--- src/rtl/cpu_test_pkg.sv ---
// Shared state encoding and constants for the CPU test sequencer.
package cpu_test_pkg;

  localparam int unsigned REG_SEL_W = 5;

  typedef enum logic [2:0] {
    IDLE  = 3'd0,
    RST   = 3'd1,
    RUN   = 3'd2,
    CHECK = 3'd3,
    DONE  = 3'd4
  } state_e;

  // States in which a test is in flight.
  function automatic logic is_busy(input state_e s);
    return (s == RST) || (s == RUN) || (s == CHECK);
  endfunction

endpackage

--- src/rtl/cpu_test_monitor_if.sv ---
// Bundle between the test monitor and the CPU / expectation source it supervises.
interface cpu_test_monitor_if #(
  parameter int unsigned WIDTH      = 32,
  parameter int unsigned ADDR_W     = 32,
  parameter int unsigned NUM_CHECKS = 4,
  parameter int unsigned CNT_W      = 32
);
  import cpu_test_pkg::*;

  localparam int unsigned IDX_W = $clog2(NUM_CHECKS) + 1;

  logic                            start;
  logic [ADDR_W-1:0]               pc;
  logic [WIDTH-1:0]                reg_data;
  logic [REG_SEL_W*NUM_CHECKS-1:0] exp_addr;
  logic [WIDTH*NUM_CHECKS-1:0]     exp_val;

  logic                            cpu_reset;
  logic [REG_SEL_W-1:0]            reg_sel;
  logic                            busy;
  logic                            done;
  logic                            pass;
  logic                            timeout;
  logic [IDX_W-1:0]                fail_index;
  logic [WIDTH-1:0]                fail_actual;
  logic [CNT_W-1:0]                cycle_count;

  modport master (
    input  start, pc, reg_data, exp_addr, exp_val,
    output cpu_reset, reg_sel, busy, done, pass, timeout,
           fail_index, fail_actual, cycle_count
  );

  modport slave (
    output start, pc, reg_data, exp_addr, exp_val,
    input  cpu_reset, reg_sel, busy, done, pass, timeout,
           fail_index, fail_actual, cycle_count
  );

endinterface

--- src/rtl/halt_detector.sv ---
// Flags a halted CPU once the PC has held one value for STABLE_CYCLES consecutive cycles.
module halt_detector #(
  parameter int unsigned ADDR_W        = 32,
  parameter int unsigned STABLE_CYCLES = 4
) (
  input  logic              clk,
  input  logic              reset,
  input  logic              clear,
  input  logic              enable,
  input  logic [ADDR_W-1:0] pc,
  output logic              halted
);

  localparam int unsigned STB_W = $clog2(STABLE_CYCLES + 1);

  logic [ADDR_W-1:0] prev_pc_q, prev_pc_d;
  logic [STB_W-1:0]  stable_cnt_q, stable_cnt_d;
  logic              primed_q, primed_d;
  logic              halted_q, halted_d;

  // First enabled cycle only samples the PC; afterwards count repeats.
  always_comb begin
    prev_pc_d    = prev_pc_q;
    stable_cnt_d = stable_cnt_q;
    primed_d     = primed_q;
    if (clear) begin
      prev_pc_d    = '0;
      stable_cnt_d = '0;
      primed_d     = 1'b0;
    end else if (enable) begin
      if (!primed_q) begin
        prev_pc_d    = pc;
        stable_cnt_d = '0;
        primed_d     = 1'b1;
      end else if (pc == prev_pc_q) begin
        if (stable_cnt_q != STB_W'(STABLE_CYCLES)) begin
          stable_cnt_d = stable_cnt_q + STB_W'(1);
        end
      end else begin
        prev_pc_d    = pc;
        stable_cnt_d = '0;
      end
    end
    halted_d = (stable_cnt_d == STB_W'(STABLE_CYCLES));
  end

  always_ff @(posedge clk or negedge reset) begin
    if (!reset) begin
      prev_pc_q    <= '0;
      stable_cnt_q <= '0;
      primed_q     <= 1'b0;
      halted_q     <= 1'b0;
    end else begin
      prev_pc_q    <= prev_pc_d;
      stable_cnt_q <= stable_cnt_d;
      primed_q     <= primed_d;
      halted_q     <= halted_d;
    end
  end

  assign halted = halted_q;

endmodule

--- src/rtl/cpu_test_monitor.sv ---
// Test sequencer: resets the CPU, runs it until halt or timeout, then checks
// a list of architectural registers through the debug read port.
module cpu_test_monitor
  import cpu_test_pkg::*;
#(
  parameter int unsigned WIDTH         = 32,
  parameter int unsigned ADDR_W        = 32,
  parameter int unsigned NUM_CHECKS    = 4,
  parameter int unsigned RESET_CYCLES  = 2,
  parameter int unsigned STABLE_CYCLES = 4,
  parameter int unsigned TIMEOUT       = 50000,
  parameter int unsigned CNT_W         = 32
) (
  input logic                clk,
  input logic                reset,
  cpu_test_monitor_if.master bus
);

  localparam int unsigned IDX_W = $clog2(NUM_CHECKS) + 1;
  localparam int unsigned RST_W = $clog2(RESET_CYCLES + 1);

  state_e               state_q, state_d;
  logic [RST_W-1:0]     rst_cnt_q, rst_cnt_d;
  logic [IDX_W-1:0]     idx_q, idx_d;
  logic                 cpu_reset_q, cpu_reset_d;
  logic [REG_SEL_W-1:0] reg_sel_q, reg_sel_d;
  logic                 busy_q, busy_d;
  logic                 done_q, done_d;
  logic                 pass_q, pass_d;
  logic                 timeout_q, timeout_d;
  logic [IDX_W-1:0]     fail_index_q, fail_index_d;
  logic [WIDTH-1:0]     fail_actual_q, fail_actual_d;
  logic [CNT_W-1:0]     cycle_count_q, cycle_count_d;

  logic                 halted;
  logic                 last_check;
  logic [IDX_W-1:0]     next_idx;
  logic [WIDTH-1:0]     cur_exp;
  logic [REG_SEL_W-1:0] first_addr;
  logic [REG_SEL_W-1:0] next_addr;
  logic [CNT_W-1:0]     cnt_next;

  halt_detector #(
    .ADDR_W        (ADDR_W),
    .STABLE_CYCLES (STABLE_CYCLES)
  ) u_halt (
    .clk    (clk),
    .reset  (reset),
    .clear  (state_q != RUN),
    .enable (state_q == RUN),
    .pc     (bus.pc),
    .halted (halted)
  );

  // reg_sel is registered, so it is always set up one cycle ahead of its compare.
  assign last_check = (idx_q == IDX_W'(NUM_CHECKS - 1));
  assign next_idx   = last_check ? idx_q : idx_q + IDX_W'(1);
  assign cur_exp    = bus.exp_val[WIDTH*int'(idx_q) +: WIDTH];
  assign first_addr = bus.exp_addr[REG_SEL_W-1:0];
  assign next_addr  = bus.exp_addr[REG_SEL_W*int'(next_idx) +: REG_SEL_W];
  assign cnt_next   = (cycle_count_q == CNT_W'(TIMEOUT)) ? cycle_count_q
                                                         : cycle_count_q + CNT_W'(1);

  always_comb begin
    state_d       = state_q;
    rst_cnt_d     = rst_cnt_q;
    idx_d         = idx_q;
    cpu_reset_d   = cpu_reset_q;
    reg_sel_d     = reg_sel_q;
    pass_d        = pass_q;
    timeout_d     = timeout_q;
    fail_index_d  = fail_index_q;
    fail_actual_d = fail_actual_q;
    cycle_count_d = cycle_count_q;

    unique case (state_q)
      IDLE, DONE: begin
        cpu_reset_d = (state_q == IDLE);
        if (bus.start) begin
          state_d       = RST;
          cpu_reset_d   = 1'b1;
          rst_cnt_d     = '0;
          idx_d         = '0;
          reg_sel_d     = '0;
          pass_d        = 1'b0;
          timeout_d     = 1'b0;
          fail_index_d  = '0;
          fail_actual_d = '0;
          cycle_count_d = '0;
        end
      end
      RST: begin
        cpu_reset_d = 1'b1;
        if (rst_cnt_q == RST_W'(RESET_CYCLES - 1)) begin
          state_d     = RUN;
          cpu_reset_d = 1'b0;
        end else begin
          rst_cnt_d = rst_cnt_q + RST_W'(1);
        end
      end
      RUN: begin
        cpu_reset_d   = 1'b0;
        cycle_count_d = cnt_next;
        // Halt takes priority over a timeout landing in the same cycle.
        if (halted) begin
          state_d   = CHECK;
          idx_d     = '0;
          reg_sel_d = first_addr;
        end else if (cnt_next == CNT_W'(TIMEOUT)) begin
          state_d   = DONE;
          timeout_d = 1'b1;
          pass_d    = 1'b0;
        end
      end
      CHECK: begin
        cpu_reset_d = 1'b0;
        if (bus.reg_data != cur_exp) begin
          state_d       = DONE;
          pass_d        = 1'b0;
          fail_index_d  = idx_q;
          fail_actual_d = bus.reg_data;
        end else if (last_check) begin
          state_d = DONE;
          pass_d  = 1'b1;
        end else begin
          idx_d     = next_idx;
          reg_sel_d = next_addr;
        end
      end
      default: begin
        state_d     = IDLE;
        cpu_reset_d = 1'b1;
      end
    endcase

    busy_d = is_busy(state_d);
    done_d = (state_d == DONE);
  end

  always_ff @(posedge clk or negedge reset) begin
    if (!reset) begin
      state_q       <= IDLE;
      rst_cnt_q     <= '0;
      idx_q         <= '0;
      cpu_reset_q   <= 1'b1;
      reg_sel_q     <= '0;
      busy_q        <= 1'b0;
      done_q        <= 1'b0;
      pass_q        <= 1'b0;
      timeout_q     <= 1'b0;
      fail_index_q  <= '0;
      fail_actual_q <= '0;
      cycle_count_q <= '0;
    end else begin
      state_q       <= state_d;
      rst_cnt_q     <= rst_cnt_d;
      idx_q         <= idx_d;
      cpu_reset_q   <= cpu_reset_d;
      reg_sel_q     <= reg_sel_d;
      busy_q        <= busy_d;
      done_q        <= done_d;
      pass_q        <= pass_d;
      timeout_q     <= timeout_d;
      fail_index_q  <= fail_index_d;
      fail_actual_q <= fail_actual_d;
      cycle_count_q <= cycle_count_d;
    end
  end

  assign bus.cpu_reset   = cpu_reset_q;
  assign bus.reg_sel     = reg_sel_q;
  assign bus.busy        = busy_q;
  assign bus.done        = done_q;
  assign bus.pass        = pass_q;
  assign bus.timeout     = timeout_q;
  assign bus.fail_index  = fail_index_q;
  assign bus.fail_actual = fail_actual_q;
  assign bus.cycle_count = cycle_count_q;

endmodule

--- src/flat_wrapper.sv ---
// flat-port wrapper written by rule: the top's interface ports become plain ports
module cpu_test_monitor_flat import cpu_test_pkg::*;
#(
  parameter int unsigned WIDTH         = 32,
  parameter int unsigned ADDR_W        = 32,
  parameter int unsigned NUM_CHECKS    = 4,
  parameter int unsigned RESET_CYCLES  = 2,
  parameter int unsigned STABLE_CYCLES = 4,
  parameter int unsigned TIMEOUT       = 50000,
  parameter int unsigned CNT_W         = 32
)
  (clk, reset, bus_start, bus_pc, bus_reg_data, bus_exp_addr, bus_exp_val, bus_cpu_reset, bus_reg_sel, bus_busy, bus_done, bus_pass, bus_timeout, bus_fail_index, bus_fail_actual, bus_cycle_count);
  cpu_test_monitor_if #(.WIDTH(WIDTH), .ADDR_W(ADDR_W), .NUM_CHECKS(NUM_CHECKS), .CNT_W(CNT_W)) bus_i ();
  input logic clk;
  input logic reset;
  input wire logic [$bits(bus_i.start)-1:0] bus_start;
  input wire logic [$bits(bus_i.pc)-1:0] bus_pc;
  input wire logic [$bits(bus_i.reg_data)-1:0] bus_reg_data;
  input wire logic [$bits(bus_i.exp_addr)-1:0] bus_exp_addr;
  input wire logic [$bits(bus_i.exp_val)-1:0] bus_exp_val;
  output wire logic [$bits(bus_i.cpu_reset)-1:0] bus_cpu_reset;
  output wire logic [$bits(bus_i.reg_sel)-1:0] bus_reg_sel;
  output wire logic [$bits(bus_i.busy)-1:0] bus_busy;
  output wire logic [$bits(bus_i.done)-1:0] bus_done;
  output wire logic [$bits(bus_i.pass)-1:0] bus_pass;
  output wire logic [$bits(bus_i.timeout)-1:0] bus_timeout;
  output wire logic [$bits(bus_i.fail_index)-1:0] bus_fail_index;
  output wire logic [$bits(bus_i.fail_actual)-1:0] bus_fail_actual;
  output wire logic [$bits(bus_i.cycle_count)-1:0] bus_cycle_count;
  assign bus_i.start = bus_start;
  assign bus_i.pc = bus_pc;
  assign bus_i.reg_data = bus_reg_data;
  assign bus_i.exp_addr = bus_exp_addr;
  assign bus_i.exp_val = bus_exp_val;
  assign bus_cpu_reset = bus_i.cpu_reset;
  assign bus_reg_sel = bus_i.reg_sel;
  assign bus_busy = bus_i.busy;
  assign bus_done = bus_i.done;
  assign bus_pass = bus_i.pass;
  assign bus_timeout = bus_i.timeout;
  assign bus_fail_index = bus_i.fail_index;
  assign bus_fail_actual = bus_i.fail_actual;
  assign bus_cycle_count = bus_i.cycle_count;
  cpu_test_monitor #(.WIDTH(WIDTH), .ADDR_W(ADDR_W), .NUM_CHECKS(NUM_CHECKS), .RESET_CYCLES(RESET_CYCLES), .STABLE_CYCLES(STABLE_CYCLES), .TIMEOUT(TIMEOUT), .CNT_W(CNT_W)) u_core (.clk(clk), .reset(reset), .bus(bus_i));
endmodule
--- config.mk ---
export PLATFORM = sky130hd
export DESIGN_NAME = cpu_test_monitor_flat
export DESIGN_NICKNAME = d
export VERILOG_FILES = /design/src/rtl/cpu_test_pkg.sv /design/src/rtl/cpu_test_monitor_if.sv /design/src/rtl/halt_detector.sv /design/src/rtl/cpu_test_monitor.sv /design/src/flat_wrapper.sv
export SDC_FILE = /design/constraint.sdc
export NUM_CORES = 1
export LEC_CHECK = 0
export BUFFER_PORTS_ARGS = -buffer_cell sky130_fd_sc_hd__clkbuf_2
export CAP_MARGIN = 20
export CORE_MARGIN = 2
export CORE_UTILIZATION = 50
export CTS_CLUSTER_SIZE = 20
export DETAILED_ROUTE_END_ITERATION = 10
export PLACE_DENSITY = 0.81
export SLEW_MARGIN = 5
export SYNTH_ARGS = -nofsm -noshare
export SYNTH_HDL_FRONTEND = slang
export SYNTH_SLANG_ARGS = --single-unit
export TNS_END_PERCENT = 30
--- constraint.sdc ---
create_clock -name clk -period 7.99 [get_ports clk]
set_input_delay 1.598 -clock clk [delete_from_list [all_inputs] [get_ports clk]]
set_output_delay 1.598 -clock clk [all_outputs]
set_load 0.1 [all_outputs]
==> results_dict.tcl <==
set metrics [dict create \
    hp-class "flop to flop" \
    timing.rr.start "u_core.idx_q[0]" \
    netlist_instances 821 \
    final_cell_mix "clkbuf_2, dfrtp_1, nand2_1" \
    first_pass_iters 5 \
    post-route-util_pct 65.4 \
    die_height_um 130 \
    numCtsBuffers 17 \
    yosysSeqAreaShare_pct 38.6 \
    vias 7470 \
    critPathKind "input port to flop" \
    finalClockSkew_ns 0.00462 \
    min_to "u_core.bus.timeout" \
    ir_drop_mv 0.150 \
    drtIter0Drc 592 \
    grt_max_degree 74 \
    drc 0 \
    slew_headroom_pct 26.8 \
    grt_first_pass_wirelength_um 36800 \
    crit_path_max_incr_delay_ns 0.83 \
    status "finished, final reports clean" \
    drive_above_1_share_pct 34.8 \
    crit_chain "clkbuf_2, mux4_2, mux2_1, or4_1, nor4_1, nand4_1, or3_1, nand2_2, mux2i_1" \
    clk_pin_slew_ns 0.06 \
    startpoint_type "input port" \
    final_hold_viol_count 0 \
    gp_congestion 0.942 \
    cts_setup_buffers 0 \
    synth_ff_type "dfrtp_1" \
    rsz0062_at_grt "false" \
    die_w_um 130 \
    min_from "u_core.bus.timeout" \
    final_common_cell "clkbuf_2" \
    synth_area_um2 7910 \
    crit_buf_inv 1 \
    slowest_stage "nand2_2" \
    hold_buffers 0 \
    antenna_found_initial 2 \
    cp-end-kind "flop" \
    cts_tree "yes" \
    htree_levels 4 \
    synthArstFlopShare_pct 100 \
    tightestPinTransition_ns 1.09 \
    reg2reg_depth 9 \
    clockRootBuffer "clkbuf_16" \
    yosysUniqueCellTypes 62 \
    hpwl_um 18100 \
    ios 292 \
    setup_tns_ns 0 \
    avgSynthCellArea_um2 9.63 \
    grt_pass1_vias 7266 \
    crit_family "simple AND/OR/NAND/NOR gates" \
    worst_r2r_endpoint "u_core.bus.fail_actual[11]" \
    layout.nets 1303 \
    initial_utilization_pct 51.6 \
    drv_slew 0 \
    p_leak_uw 0.00494 \
    hold_depth 1 \
    grtUsageTotal_pct 28.3 \
    rrSetupSlack_ns 3.62 \
    place.port_buffers 291 \
    cts_resized 0 \
    setup_viol 0 \
    gr-total-overflow 0 \
    syn_nets 1042 \
    critPathRequiredTime_ns 8.30 \
    cap_violations 0 \
    yosysWarningCount 0 \
    clockBufferDepth 2 \
    core_um2 15300 \
    cts_sinks 122 \
    clk_latency_ns 0.42 \
    min_period_ns 4.90 \
    crit_fanout 35 \
    synth-seq-cells 122 \
    syn2layout_area_growth_pct 26.7 \
    max_freq_mhz 204 \
    rows 45 \
    via_per_inst 5.72 \
    die-area_um2 16800 \
    synth_edf_count 0 \
    wirelength_um 23500 \
    routedWlPerCell_um 18.0 \
    worstPathArrival_ns 5.22 \
    finalCritPeriodShare_pct 61.3 \
    antenna_left 0 \
    cellPowerDensity_nw_per_um2 259 \
]
## per-layer routing
metal / track usage, % / vias up / share of wire (%) / routed length (µm)
met5: 0 / - / 0 / 0
met4: 12.1 / 0 / 3.1 / 731
met3: 5.25 / 52 / 6.6 / 1560
met2: 51.7 / 328 / 53 / 12400
met1: 32.5 / 3568 / 37 / 8790
li1: - / 3522 / - / -
## stage by stage
stage	setup slack [ns]	total power, µW	area (µm²)	hold WS, ns	std cells
floorplan	3.61	1620	7910	0.466	821
global placement	2.76	1840	9440	0.478	1274
detailed placement	2.68	1860	9440	0.480	1274
CTS	3.12	2610	10000	0.508	1305
global route	3.00	2720	10000	0.526	1307
finish	3.09	2590	10000	0.502	1307
## power breakdown
part	total (µW)	switching [µW]	internal [µW]
sequential	777	63.2	714
clock	750	292	458
combinational	1070	740	327
## flip-flops by register name (all words and copies together) (netlist names), 2 cells and up
name / flops
u_core.bus.fail_actual: 32
u_core.bus.reg_sel: 5
u_core.idx_q: 3
u_core.state_q: 3
u_core.u_halt.prev_pc_q: 32
u_core.bus.fail_index: 3
u_core.rst_cnt_q: 2
u_core.u_halt.stable_cnt_q: 3
u_core.bus.cycle_count: 32
## synth_stat cells (3+ instances only)
library cell  instances  area [µm²]
nor4_1               17         106
and2_1               36         225
a21o_1                4        30.0
or3_1                 7        43.8
nor3b_1               3        22.5
clkbuf_1             43         161
ha_1                  6        75.1
nor2b_1               5        31.3
mux4_2               37         833
a22oi_1               4        30.0
nand2_1              77         289
nand4_1              31         194
xnor2_1              42         368
or2_2                 3        18.8
nor4b_1              10        87.6
o32ai_1               7        61.3
o21a_1                3        22.5
mux2i_1              41         410
nor3_1               15        75.1
nand3_1              25         125
and3_1                9        56.3
xor2_1               15         131
o31ai_1               5        37.5
a31oi_1              14        87.6
buf_2                 5        25.0
nor2_1               48         180
mux2_2                6        67.6
a22o_1               12         105
buf_6                 3        33.8
o21ai_0              55         275
dfrtp_1             121        3030
or4_1                 5        37.5
a21oi_1               9        45.0
and4_1                3        26.3
nand2b_1              7        43.8
o22ai_1               4        25.0
a32oi_1               5        43.8
inv_1                48         180
## cell type report
class	count	area, µm²
Sequential cell	122	3060
Clock buffer	17	425
Multi-Input combinational cell	596	4440
Fill cell	1296	5300
Tap cell	211	264
Inverter	49	184
Antenna cell	2	5.00
Timing Repair Buffer	296	1500
Clock inverter	14	149
## cells by family (layout without fill, tap and decap cells)
kind of cell | count (synthesis) | after routing | share of synthesized area [%]
and+or+nand+nor | 304 | 304 | 20.1
xor gates and xnor gates | 57 | 57 | 6.31
other | 0 | 2 | 0
muxes | 85 | 85 | 16.7
buffers and inverters | 103 | 376 | 5.30
adders and majority gates | 6 | 6 | 0.949
DFF | 122 | 122 | 38.6
AOI/OAI and AO/OA | 144 | 144 | 12.0
## worst reg2reg max path: cells and delay by family, from the launching register on
family,cells,cell delay [ns]
mux,2,0.92
flops,1,0.39
compound gates,1,0.13
simple gates,5,2.29
buf+inv,1,0.55
## worst max path at each step
stage,endpoint,cells past startpoint,slack (ns),start
after detailed placement,u_core.bus.fail_actual[26],9,2.68,bus_exp_val[86]
after floorplan,u_core.bus.done,9,3.61,bus_exp_val[118]
after global placement,u_core.bus.fail_actual[16],9,2.76,bus_exp_val[86]
after CTS,u_core.bus.fail_actual[11],9,3.12,bus_exp_val[86]
after global routing,u_core.bus.fail_actual[26],9,3.00,bus_exp_val[86]
final,u_core.bus.fail_actual[11],9,3.09,bus_exp_val[86]
Note: power is estimated with default switching activity, not from simulation.
